`src/rtl/lights_pattern_decoder.sv`:
```
// Decoder for the 4-state rotating light pattern: locks onto position, tracks direction and net steps.
// Optional single-bit error correction is enabled by defining LIGHTS_SEC_CORRECT_EN.
module lights_pattern_decoder #(
  parameter int unsigned ERR_LIMIT = 3,
  parameter int unsigned CNT_W     = 8
) (
  input  logic             clock,
  input  logic             reset,
  input  logic             sample,
  input  logic [7:0]       lights,
  input  logic             clear_fault,
  output logic [1:0]       pos,
  output logic             pos_valid,
  output logic             dir_up,
  output logic             step,
  output logic             bad,
  output logic             corrected,
  output logic             fault,
  output logic [CNT_W-1:0] net_count
);

  typedef enum logic [1:0] {HUNT, TRACK, FAULT} state_t;

  localparam logic [31:0]      CODES   = {8'b00111110, 8'b10001111, 8'b11100011, 8'b11111000};
  localparam logic [CNT_W-1:0] CNT_MAX = {1'b0, {(CNT_W-1){1'b1}}};
  localparam logic [CNT_W-1:0] CNT_MIN = {1'b1, {(CNT_W-1){1'b0}}};
  localparam logic [3:0]       ERR_LIM = 4'(ERR_LIMIT);

  state_t     state;
  logic [3:0] err_cnt;
  logic [3:0] err_next;
  logic       legal;
  logic       fixed;
  logic [1:0] code;
  logic [1:0] d;
  logic       err_inc;

  always_comb begin
    legal = 1'b0;
    fixed = 1'b0;
    code  = '0;
    for (int unsigned i = 0; i < 4; i++) begin
      if (lights == CODES[i*8 +: 8]) begin
        legal = 1'b1;
        code  = 2'(i);
      end
`ifdef LIGHTS_SEC_CORRECT_EN
      // Minimum code distance is 4, so at most one code can be within distance 1.
      else if ($countones(lights ^ CODES[i*8 +: 8]) == 1) begin
        legal = 1'b1;
        fixed = 1'b1;
        code  = 2'(i);
      end
`endif
    end
  end

  always_comb begin
    d        = code - pos;
    err_next = err_cnt + 4'd1;
    err_inc  = (state == TRACK) && sample && (!legal || d == 2'd2);
  end

  always_ff @(posedge clock) begin
    if (!reset) begin
      state     <= HUNT;
      pos       <= '0;
      pos_valid <= 1'b0;
      dir_up    <= 1'b0;
      step      <= 1'b0;
      bad       <= 1'b0;
      corrected <= 1'b0;
      fault     <= 1'b0;
      net_count <= '0;
      err_cnt   <= '0;
    end else begin
      step      <= 1'b0;
      bad       <= 1'b0;
      corrected <= 1'b0;
      case (state)
        HUNT: begin
          err_cnt <= '0;
          if (sample) begin
            if (legal) begin
              pos       <= code;
              pos_valid <= 1'b1;
              corrected <= fixed;
              state     <= TRACK;
            end else begin
              bad <= 1'b1;
            end
          end
        end
        TRACK: begin
          if (sample) begin
            if (!legal) begin
              bad <= 1'b1;
            end else begin
              corrected <= fixed;
              case (d)
                2'd0: ;
                2'd1: begin
                  step   <= 1'b1;
                  dir_up <= 1'b1;
                  pos    <= code;
                  if (net_count != CNT_MAX) net_count <= net_count + CNT_W'(1);
                end
                2'd3: begin
                  step   <= 1'b1;
                  dir_up <= 1'b0;
                  pos    <= code;
                  if (net_count != CNT_MIN) net_count <= net_count - CNT_W'(1);
                end
                2'd2: begin
                  bad <= 1'b1;
                  pos <= code;
                end
              endcase
            end
          end
          // A coincident clear_fault discards this sample's error increment entirely.
          if (clear_fault) begin
            err_cnt <= '0;
          end else if (err_inc) begin
            err_cnt <= err_next;
            if (err_next == ERR_LIM) begin
              state     <= FAULT;
              pos_valid <= 1'b0;
              fault     <= 1'b1;
            end
          end else if (sample) begin
            err_cnt <= '0;
          end
        end
        FAULT: begin
          if (clear_fault) begin
            state   <= HUNT;
            fault   <= 1'b0;
            err_cnt <= '0;
          end
        end
        default: state <= HUNT;
      endcase
    end
  end

endmodule

```
`config.mk`:
```
export PLATFORM = sky130hd
export DESIGN_NAME = lights_pattern_decoder
export DESIGN_NICKNAME = d
export VERILOG_FILES = /design/src/rtl/lights_pattern_decoder.sv
export SDC_FILE = /design/constraint.sdc
export NUM_CORES = 1
export LEC_CHECK = 0
export CAP_MARGIN = 20
export CORE_MARGIN = 1
export CORE_UTILIZATION = 45
export CTS_CLUSTER_SIZE = 28
export DETAILED_ROUTE_END_ITERATION = 7
export PLACE_DENSITY = 0.71
export SETUP_SLACK_MARGIN = 0.3
export SKIP_LAST_GASP = 1
export SLEW_MARGIN = 20
export SYNTH_ARGS = -nofsm -noshare
export SYNTH_HDL_FRONTEND = slang
export SYNTH_SLANG_ARGS = --single-unit
```
`constraint.sdc`:
```
create_clock -name clock -period 7.4 [get_ports clock]
set_input_delay 1.85 -clock clock [delete_from_list [all_inputs] [get_ports clock]]
set_output_delay 1.85 -clock clock [all_outputs]
set_load 0.005 [all_outputs]
```
Word level (Yosys, flattened, before mapping). Index checks and enable logic that the tools add are counted.

Add/subtract/negate cells: 4. Equal/unequal tests: 24. Muxes and demuxes: 47. Reduce and logical (&&, ||, !) cells: 19.

Operators with widths (count): 2-bit 2-to-1 mux (13); 8-bit equality test (second input constant) (3); 6-bit AND reduction (4); 1-bit 2-to-1 mux (20); 2-bit != test (second input constant) (10); 4-bit 2-to-1 mux (4); 8-bit 2-to-1 mux (2); 8-bit case mux with 2 select lines (1); 4-bit case mux with 3 select lines (1); 8-bit by 1-bit adder with 8-bit output (second input constant) (1); 8-bit by 6-bit equality test with 1-bit output (second input constant) (1); 8-bit by 7-bit != test with 1-bit output (second input constant) (1); 8-bit != test (second input constant) (1); 1-bit case mux with 2 select lines (4); 4-bit AND reduction (2); 8-bit by 1-bit subtractor with 8-bit output (second input constant) (1); 2-bit equality test (second input constant) (3); 2-bit case mux with 3 select lines (1); 2-bit nonzero test (3); 5-bit AND reduction (1); 4-bit by 1-bit adder with 4-bit output (second input constant) (1); 2-bit by 1-bit equality test with 1-bit output (second input constant) (2); 4-bit by 2-bit equality test with 1-bit output (second input constant) (1); 4-bit != test (second input constant) (1); other kinds (11) (12).

Register bits: 21. Word-level logic and storage cells: 103.

Longest topological paths before layout. Gate-level depths: netlist (run 1).

Word-level depth: 11. Depth in mapped cells: 14.

Least setup slack after synthesis (run 1). No wires, ideal clock.

Kind: input to register. Start point: in lights[0]. End point: reg net_count[7]. Library setup time: 125 ps. Data arrival time: 4532 ps. Data required time: 7275 ps. Path slack: 2743 ps. Stages on the path: 13. Cell sequence: and4bb_4 a22oi_1 ha_1 xnor2_1 xnor2_2 nor2_4 ha_1 and3_1 a221o_1 o41ai_1 xnor2_1 o211ai_1 o31ai_1.

Longest elaborated chain between the ends: 8. Elaborated cells on any way between the ends: 19. Classes of those cells: 1 x add/sub; 8 x eq/ne; 8 x mux; 2 x reduce/logical.

RTL lines: start: declaration (line 10) `input logic [7:0] lights,`; 8-bit equality test (line 43) `if (lights == CODES[i*8 +: 8]) begin`; 1-bit 2-to-1 mux (line 43); 2-bit 2-to-1 mux (2 in series) (line 43); 2-bit subtractor (line 59) `d = code - pos;`; 2-bit equality test or 2-bit by 1-bit equality test with 1-bit output (tied branches) (line 100) `case (d)`; 2-bit != test (no line) or 2-bit nonzero test (tied branches); 6-bit AND reduction (no line); end signal: assignment (line 106) `if (net_count != CNT_MAX) net_count <= net_count + CNT_W'(1);`; end signal: assignment (line 112) `if (net_count != CNT_MIN) net_count <= net_count - CNT_W'(1);`; end: declaration (line 19) `output logic [CNT_W-1:0] net_count`.

Parallel ways exist; a longest one is shown, timed or not. A chain may end at the register's enable or synchronous reset.

Worst setup path after layout (run 1). Ends and elaborated chain as after synthesis.

==> results of run 1 <==
## routing by layer
metal  track usage, %  vias up  routed length [um]
met5                0        -                   0
met4             5.10        0                   0
met3             3.71        0                 136
met2             34.3       28                1570
met1             24.6      619                1440
li1                 -      664                   -
## kinds of logic (layout without fill, tap and decap cells)
kind of cell             after synthesis  count (layout)  share of synthesized area (%)
AND/OR/NAND/NOR                       67              67                           27.0
buffers and inverters                 13              39                           4.07
AO/OA/AOI/OAI                         39              39                           19.2
other                                  1               1                          0.254
adder cells (fa/ha/maj)               10              10                           9.00
multiplexers                           8               8                           5.52
XOR/XNOR                              10              10                           6.45
flip-flops                            21              21                           28.5
## area by class of cell
type / instances / area share [%]
multi-input combinational: 135 / 55.5
clock inverter: 1 / 0.280
sequential: 21 / 23.5
inverter: 9 / 1.89
clock buffer: 3 / 1.26
tap: 44 / 3.07
timing repair buffer: 26 / 14.5
## flip-flops by register name (all words and copies together), names as in the netlist
register,cells
net_count,8
step,1
dir_up,1
state,2
fault,1
pos_valid,1
err_cnt,4
pos,2
bad,1
## worst paths after layout
check	endpoint	slack, ps	cells after the start
worst max-delay path	net_count[7]	2290	14
worst min-delay path	pos[0]	490	2
worst max register to register	net_count[7]	4420	11
worst min register to register	pos[0]	490	2
## stage by stage
stage | area, um^2 | hold WS (ps) | worst slack, ps | utilization, % | std cells
6_report | 1790 | 492 | 2290 | 58.2 | 239
5_1_grt | 1790 | 514 | 2090 | 58.2 | 239
4_1_cts | 1790 | 493 | 2290 | 58.2 | 239
3_5_place_dp | 1760 | 475 | 1990 | 57.3 | 235
3_3_place_gp | 1760 | 470 | 2100 | 57.3 | 235
2_1_floorplan | 1470 | 468 | 2740 | - | 169
## power by group through the flow
| stage | sequential (mW) | combinational, mW | clock [mW] |
|---|---|---|---|
| 5_1_grt | 0.114 | 0.0159 | 0.0650 |
| 6_report | 0.114 | 0.0147 | 0.0555 |
| 4_1_cts | 0.114 | 0.0147 | 0.0586 |
| 2_1_floorplan | 0.116 | 0.00623 | 0 |
| 3_3_place_gp | 0.116 | 0.0143 | 0 |
| 3_5_place_dp | 0.116 | 0.0146 | 0 |
## cells in the mapped netlist (4+ instances only)
cell / instances / share of area, %
nor2b_1: 4 / 1.7
nand2b_1: 9 / 3.8
xnor2_1: 7 / 4.2
dfxtp_1: 21 / 29
nor2_1: 14 / 3.6
mux2i_1: 7 / 4.8
a21oi_1: 11 / 3.7
inv_1: 8 / 2.0
nand2_1: 10 / 2.5
ha_1: 9 / 7.6
nor3_1: 4 / 1.4
and3_1: 4 / 1.7
## tightest hold or removal path, delay by kind of cell (launching register included)
family	cells	cell delay [ps]
AND/OR/NAND/NOR	1	60
AO/OA/AOI/OAI	1	50
flip-flops	1	350
==> flow_metrics.env, run 1 <==
export IMPL_cts_setup_buffers=0
export IMPL_leakagePower_nw=0.679
export IMPL_cp_required_ps=7580
export IMPL_swShare_pct=22.8
export IMPL_synthCells=169
export IMPL_power_density_mw_per_mm2=103
export IMPL_num_fill_cells=304
export IMPL_clock_latency_ps=300
export IMPL_diodes=0
export IMPL_yosysSeqAreaShare_pct=28.5
export IMPL_grt_start_max_net_pins=16
export IMPL_r2r_start="pos[0]"
export IMPL_dr_first_iter_drc_count=36
export IMPL_die_width_um=59.2
export IMPL_cpMaxStageDelayCell="clkdlybuf4s50_1"
export IMPL_grt_overflow=0
export IMPL_hp_class="flop to flop"
export IMPL_initial_utilization_pct=47.9
export IMPL_fin_crit_sh_pct=69.1
export IMPL_area_growth_pct=21.5
export IMPL_regArea_um2=420
export IMPL_hold_buffers=0
export IMPL_drt_wl_total_um=3150
export IMPL_async_flop_share_pct=0
export IMPL_grt_pass1_wl_um=5310
export IMPL_power_frac_clock_pct=30.2
export IMPL_synth_seq_cells=21
export IMPL_finalClockSkew_ps=2.72
export IMPL_cts_num_sinks=21
export IMPL_syn_num_nets=191
export IMPL_root_buffer="clkbuf_4"
export IMPL_rsz0062_at_grt="false"
export IMPL_path_cells="clkdlybuf4s50_1 > and4bb_4 > a22oi_1 > ha_1 > xnor2_1 > xnor2_2 > nor2_4 > ha_1 > and3_1 > a221o_1 > o41ai_1 > xnor2_1 > o211ai_1 > o31ai_1"
export IMPL_slew_headroom_pct=62.9
export IMPL_final_common_cell="clkdlybuf4s50_1"
export IMPL_vias=1311
export IMPL_gp_congestion=0.806
export IMPL_tightest_slew_ps=555
export IMPL_crit_path_start="lights[0]"
export IMPL_total_power_mw=0.184
export IMPL_clk_pin_slew_worst_paths_ps=120
export IMPL_postSynthAreaPerCell_um2=8.72
export IMPL_cap_violations=0
export IMPL_die_area_mm2=0.00351
export IMPL_yosys_cell_types_count=51
export IMPL_synth_edf_count=0
export IMPL_syn_cell_area_mm2=0.00147
export IMPL_drc_errors=0
export IMPL_endpoint_kind="flop"
export IMPL_ys_warnings_count=0
export IMPL_hp_start="pos[0]"
export IMPL_place_hpwl_um=2400
export IMPL_critical_path_max_stage_delay_ps=460
export IMPL_finalHoldViolations=0
export IMPL_fin_crit_ps=5110
export IMPL_internal_power_mw=0.142
export IMPL_portBuffers=26
export IMPL_path_buf_inv=1
export IMPL_rows=20
export IMPL_comb_power_share_pct=8.0
export IMPL_cts_root_to_sink_buffers=2
export IMPL_via_per_inst=5.49
export IMPL_first_pass_iters=4
export IMPL_ctsResizeCount=0
export IMPL_multi_input_area_um2=993
export IMPL_fp_coreArea_mm2=0.00308
export IMPL_gr_usage_all_layers_pct=19.7
export IMPL_slew_viol_final=0
export IMPL_io_pins=28
export IMPL_fin_nets=218
export IMPL_start_kind="primary input"
export IMPL_max_vdd_ir_drop_mv=0.0667
export IMPL_cp_arrival_ps=5290
export IMPL_netSwitchingPower_mw=0.0420
export IMPL_cp_top_family="compound AO/OA/AOI/OAI gates"
export IMPL_antenna_found_initial=0
export IMPL_die_h_um=59.2
export IMPL_final_antenna_net_count=0
export IMPL_fmax_ghz=0.196
export IMPL_synth_main_ff_cell="dfxtp_1"
export IMPL_final_cell_mix="clkdlybuf4s50_1 (26), dfxtp_1 (21), nor2_1 (14)"
export IMPL_cts_htree_levels=1
export IMPL_pwr_share_seq_pct=61.8
export IMPL_outcome="completed"
export IMPL_setup_violations=0
export IMPL_cts_tree="done"
export IMPL_criticalPathCategory="primary input to flop"
export IMPL_tns_ps=0
export IMPL_crit_fanout=7
export IMPL_layout_drive_gt1_share_pct=7.18
export IMPL_routedWlPerCell_um=13.2
export IMPL_cts_buffers=3
export IMPL_grt_pass1_vias=1195
(Power assumes the default switching activity.)
==> run 2, diff against run 1 <==
PLACE_DENSITY = 0.73   (was 0.71)
clock period = 4.2 ns   (was 7.4 ns; I/O delays follow)
==> run 2 against run 1 <==
Net effect: critical endpoint unchanged; critical path type unchanged; clock power grew 89%; routed wire length increased by 14%; combinational power rose by 73%; first-iteration DRC count up 11%; critical path depth is 1 higher; clock skew is 4.2 ps higher; sequential share of layout area fell by 2.7 points; highest routed layer is now met4; largest power group unchanged; global-route usage grew 2.1 points.
==> flow_metrics.env, run 2 (synthesis results as in run 1) <==
export IMPL_outcome="completed"
export IMPL_start_kind="primary input"
export IMPL_layout_setup_ws_ps=469
export IMPL_crit_fanout=6
export IMPL_fin_crit_ps=3730
export IMPL_critical_path_max_stage_delay_ps=350
export IMPL_first_pass_iters=4
export IMPL_hold_buffers=0
export IMPL_via_per_inst=5.33
export IMPL_rsz0062_at_grt="true"
export IMPL_place_hpwl_um=2580
export IMPL_antenna_found_initial=0
export IMPL_drt_wl_total_um=3590
export IMPL_cts_root_to_sink_buffers=2
export IMPL_fin_crit_sh_pct=88.8
export IMPL_cts_htree_levels=1
export IMPL_grt_overflow=0
export IMPL_cpMaxStageDelayCell="a221o_1"
export IMPL_cts_num_sinks=21
export IMPL_slew_headroom_pct=64.3
export IMPL_leakagePower_nw=0.795
export IMPL_area_growth_pct=37.5
export IMPL_final_cell_mix="dfxtp_1 (21), buf_4 (19), clkdlybuf4s50_1 (18)"
export IMPL_gp_congestion=0.791
export IMPL_final_common_cell="dfxtp_1"
export IMPL_max_vdd_ir_drop_mv=0.0796
export IMPL_path_cells="dlygate4sd2_1 > and4bb_4 > a22oi_2 > ha_2 > xnor2_2 > xnor2_2 > nor2_4 > buf_12 > ha_4 > and3_1 > a221o_1 > o41ai_4 > xnor2_1 > o211ai_1 > o31ai_1"
export IMPL_fmax_ghz=0.268
export IMPL_clk_pin_slew_worst_paths_ps=130
export IMPL_fin_nets=238
export IMPL_reg_largest_list="net_count x8, err_cnt x4"
export IMPL_top_register="net_count"
export IMPL_largest_reg_flops=8
export IMPL_slew_viol_final=0
export IMPL_fin_cells=259
export IMPL_fp_coreArea_mm2=0.00308
export IMPL_hp_class="flop to flop"
export IMPL_root_buffer="clkbuf_4"
export IMPL_cp_arrival_ps=3930
export IMPL_routedWlPerCell_um=13.9
export IMPL_diodes=0
export IMPL_finalClockSkew_ps=6.96
export IMPL_setup_violations=0
export IMPL_criticalPathCategory="primary input to flop"
export IMPL_cts_buffers=3
export IMPL_tns_ps=0
export IMPL_grt_pass1_wl_um=5740
export IMPL_drc_errors=0
export IMPL_final_antenna_net_count=0
export IMPL_endpoint_kind="flop"
export IMPL_tightest_slew_ps=534
export IMPL_post_place_ws_ps=-299
export IMPL_grt_start_max_net_pins=16
export IMPL_layout_drive_gt1_share_pct=19.5
export IMPL_io_pins=28
export IMPL_finalHoldViolations=0
export IMPL_die_width_um=59.2
export IMPL_gr_usage_all_layers_pct=21.8
export IMPL_vias=1380
export IMPL_die_h_um=59.2
export IMPL_initial_utilization_pct=47.9
export IMPL_cts_tree="done"
export IMPL_dp_cells=251
export IMPL_rows=20
export IMPL_cap_violations=0
export IMPL_cp_required_ps=4400
export IMPL_power_density_mw_per_mm2=163
export IMPL_grt_pass1_vias=1369
export IMPL_dr_first_iter_drc_count=40
export IMPL_die_area_mm2=0.00351
export IMPL_portBuffers=26
export IMPL_clock_latency_ps=320
export IMPL_crit_top_cell="xnor2_2"
## run 2: cell types whose count changed in the layout (fill, tap and decap cells not counted), sizes merged
cell	delta
clkdlybuf4s50	-8
buf	+20
dlygate4sd2	+8
## run 2: report_power, final
part / internal, mW / switching [mW] / leakage, nW / total (mW)
Clock: 0.0357 / 0.0689 / 0.0177 / 0.105
Combinational: 0.0133 / 0.0122 / 0.608 / 0.0255
Sequential: 0.200 / 0.000352 / 0.169 / 0.200
Total: 0.249 / 0.0814 / 0.795 / 0.330
## run 2: worst paths after layout
path	startpoint	endpoint	slack, ps	cells after the start
setup / recovery	lights[0]	net_count[7]	470	15
hold / removal	pos[0]	pos[0]	490	2
setup reg to reg	pos[0]	net_count[7]	1560	12
hold reg to reg	pos[0]	pos[0]	490	2
## run 2: metrics by stage
stage                     hold slack (ps)  utilization (%)  total power, mW  instance area [um^2]
after floorplan                       468                -            0.216                  1470
after global placement                469             61.2            0.231                  1880
after detailed placement              480             61.2            0.232                  1880
after CTS                             499             65.2            0.329                  2010
after global routing                  521             65.9            0.336                  2030
final                                 493             65.9            0.330                  2030
## run 2: cell type report
type	instances	area [um^2]
Clock inverter	1	5.00
Fill cell	278	1050
Clock buffer	3	22.5
Sequential cell	21	420
Tap cell	44	55.1
Timing Repair Buffer	46	413
Inverter	9	33.8
Multi-Input combinational cell	135	1080
## run 2: routing by layer
layer  vias to the layer above  part of all wire [%]  global-route usage (%)
li1                        704                     -                       -
met1                       645                    44                    24.3
met2                        26                    51                    41.1
met3                         5                   2.9                    2.40
met4                         0                   1.8                    9.18
met5                         -                     0                       0
## run 2: worst max-delay path, delay by kind of cell
kind / cells / cell delay, ps
AND/OR/NAND/NOR: 3 / 580
AO/OA/AOI/OAI: 5 / 950
adder cells (fa/ha/maj): 2 / 430
buffers and inverters: 2 / 410
XOR/XNOR: 3 / 490
## run 2: what timing repair did
item                       4_1_cts  5_1_grt
resized for setup               16        2
setup buffers                    3        1
pin swaps                       10        4
gates cloned                     0        0
hold endpoints to repair         0        0
setup endpoints to repair        2        2
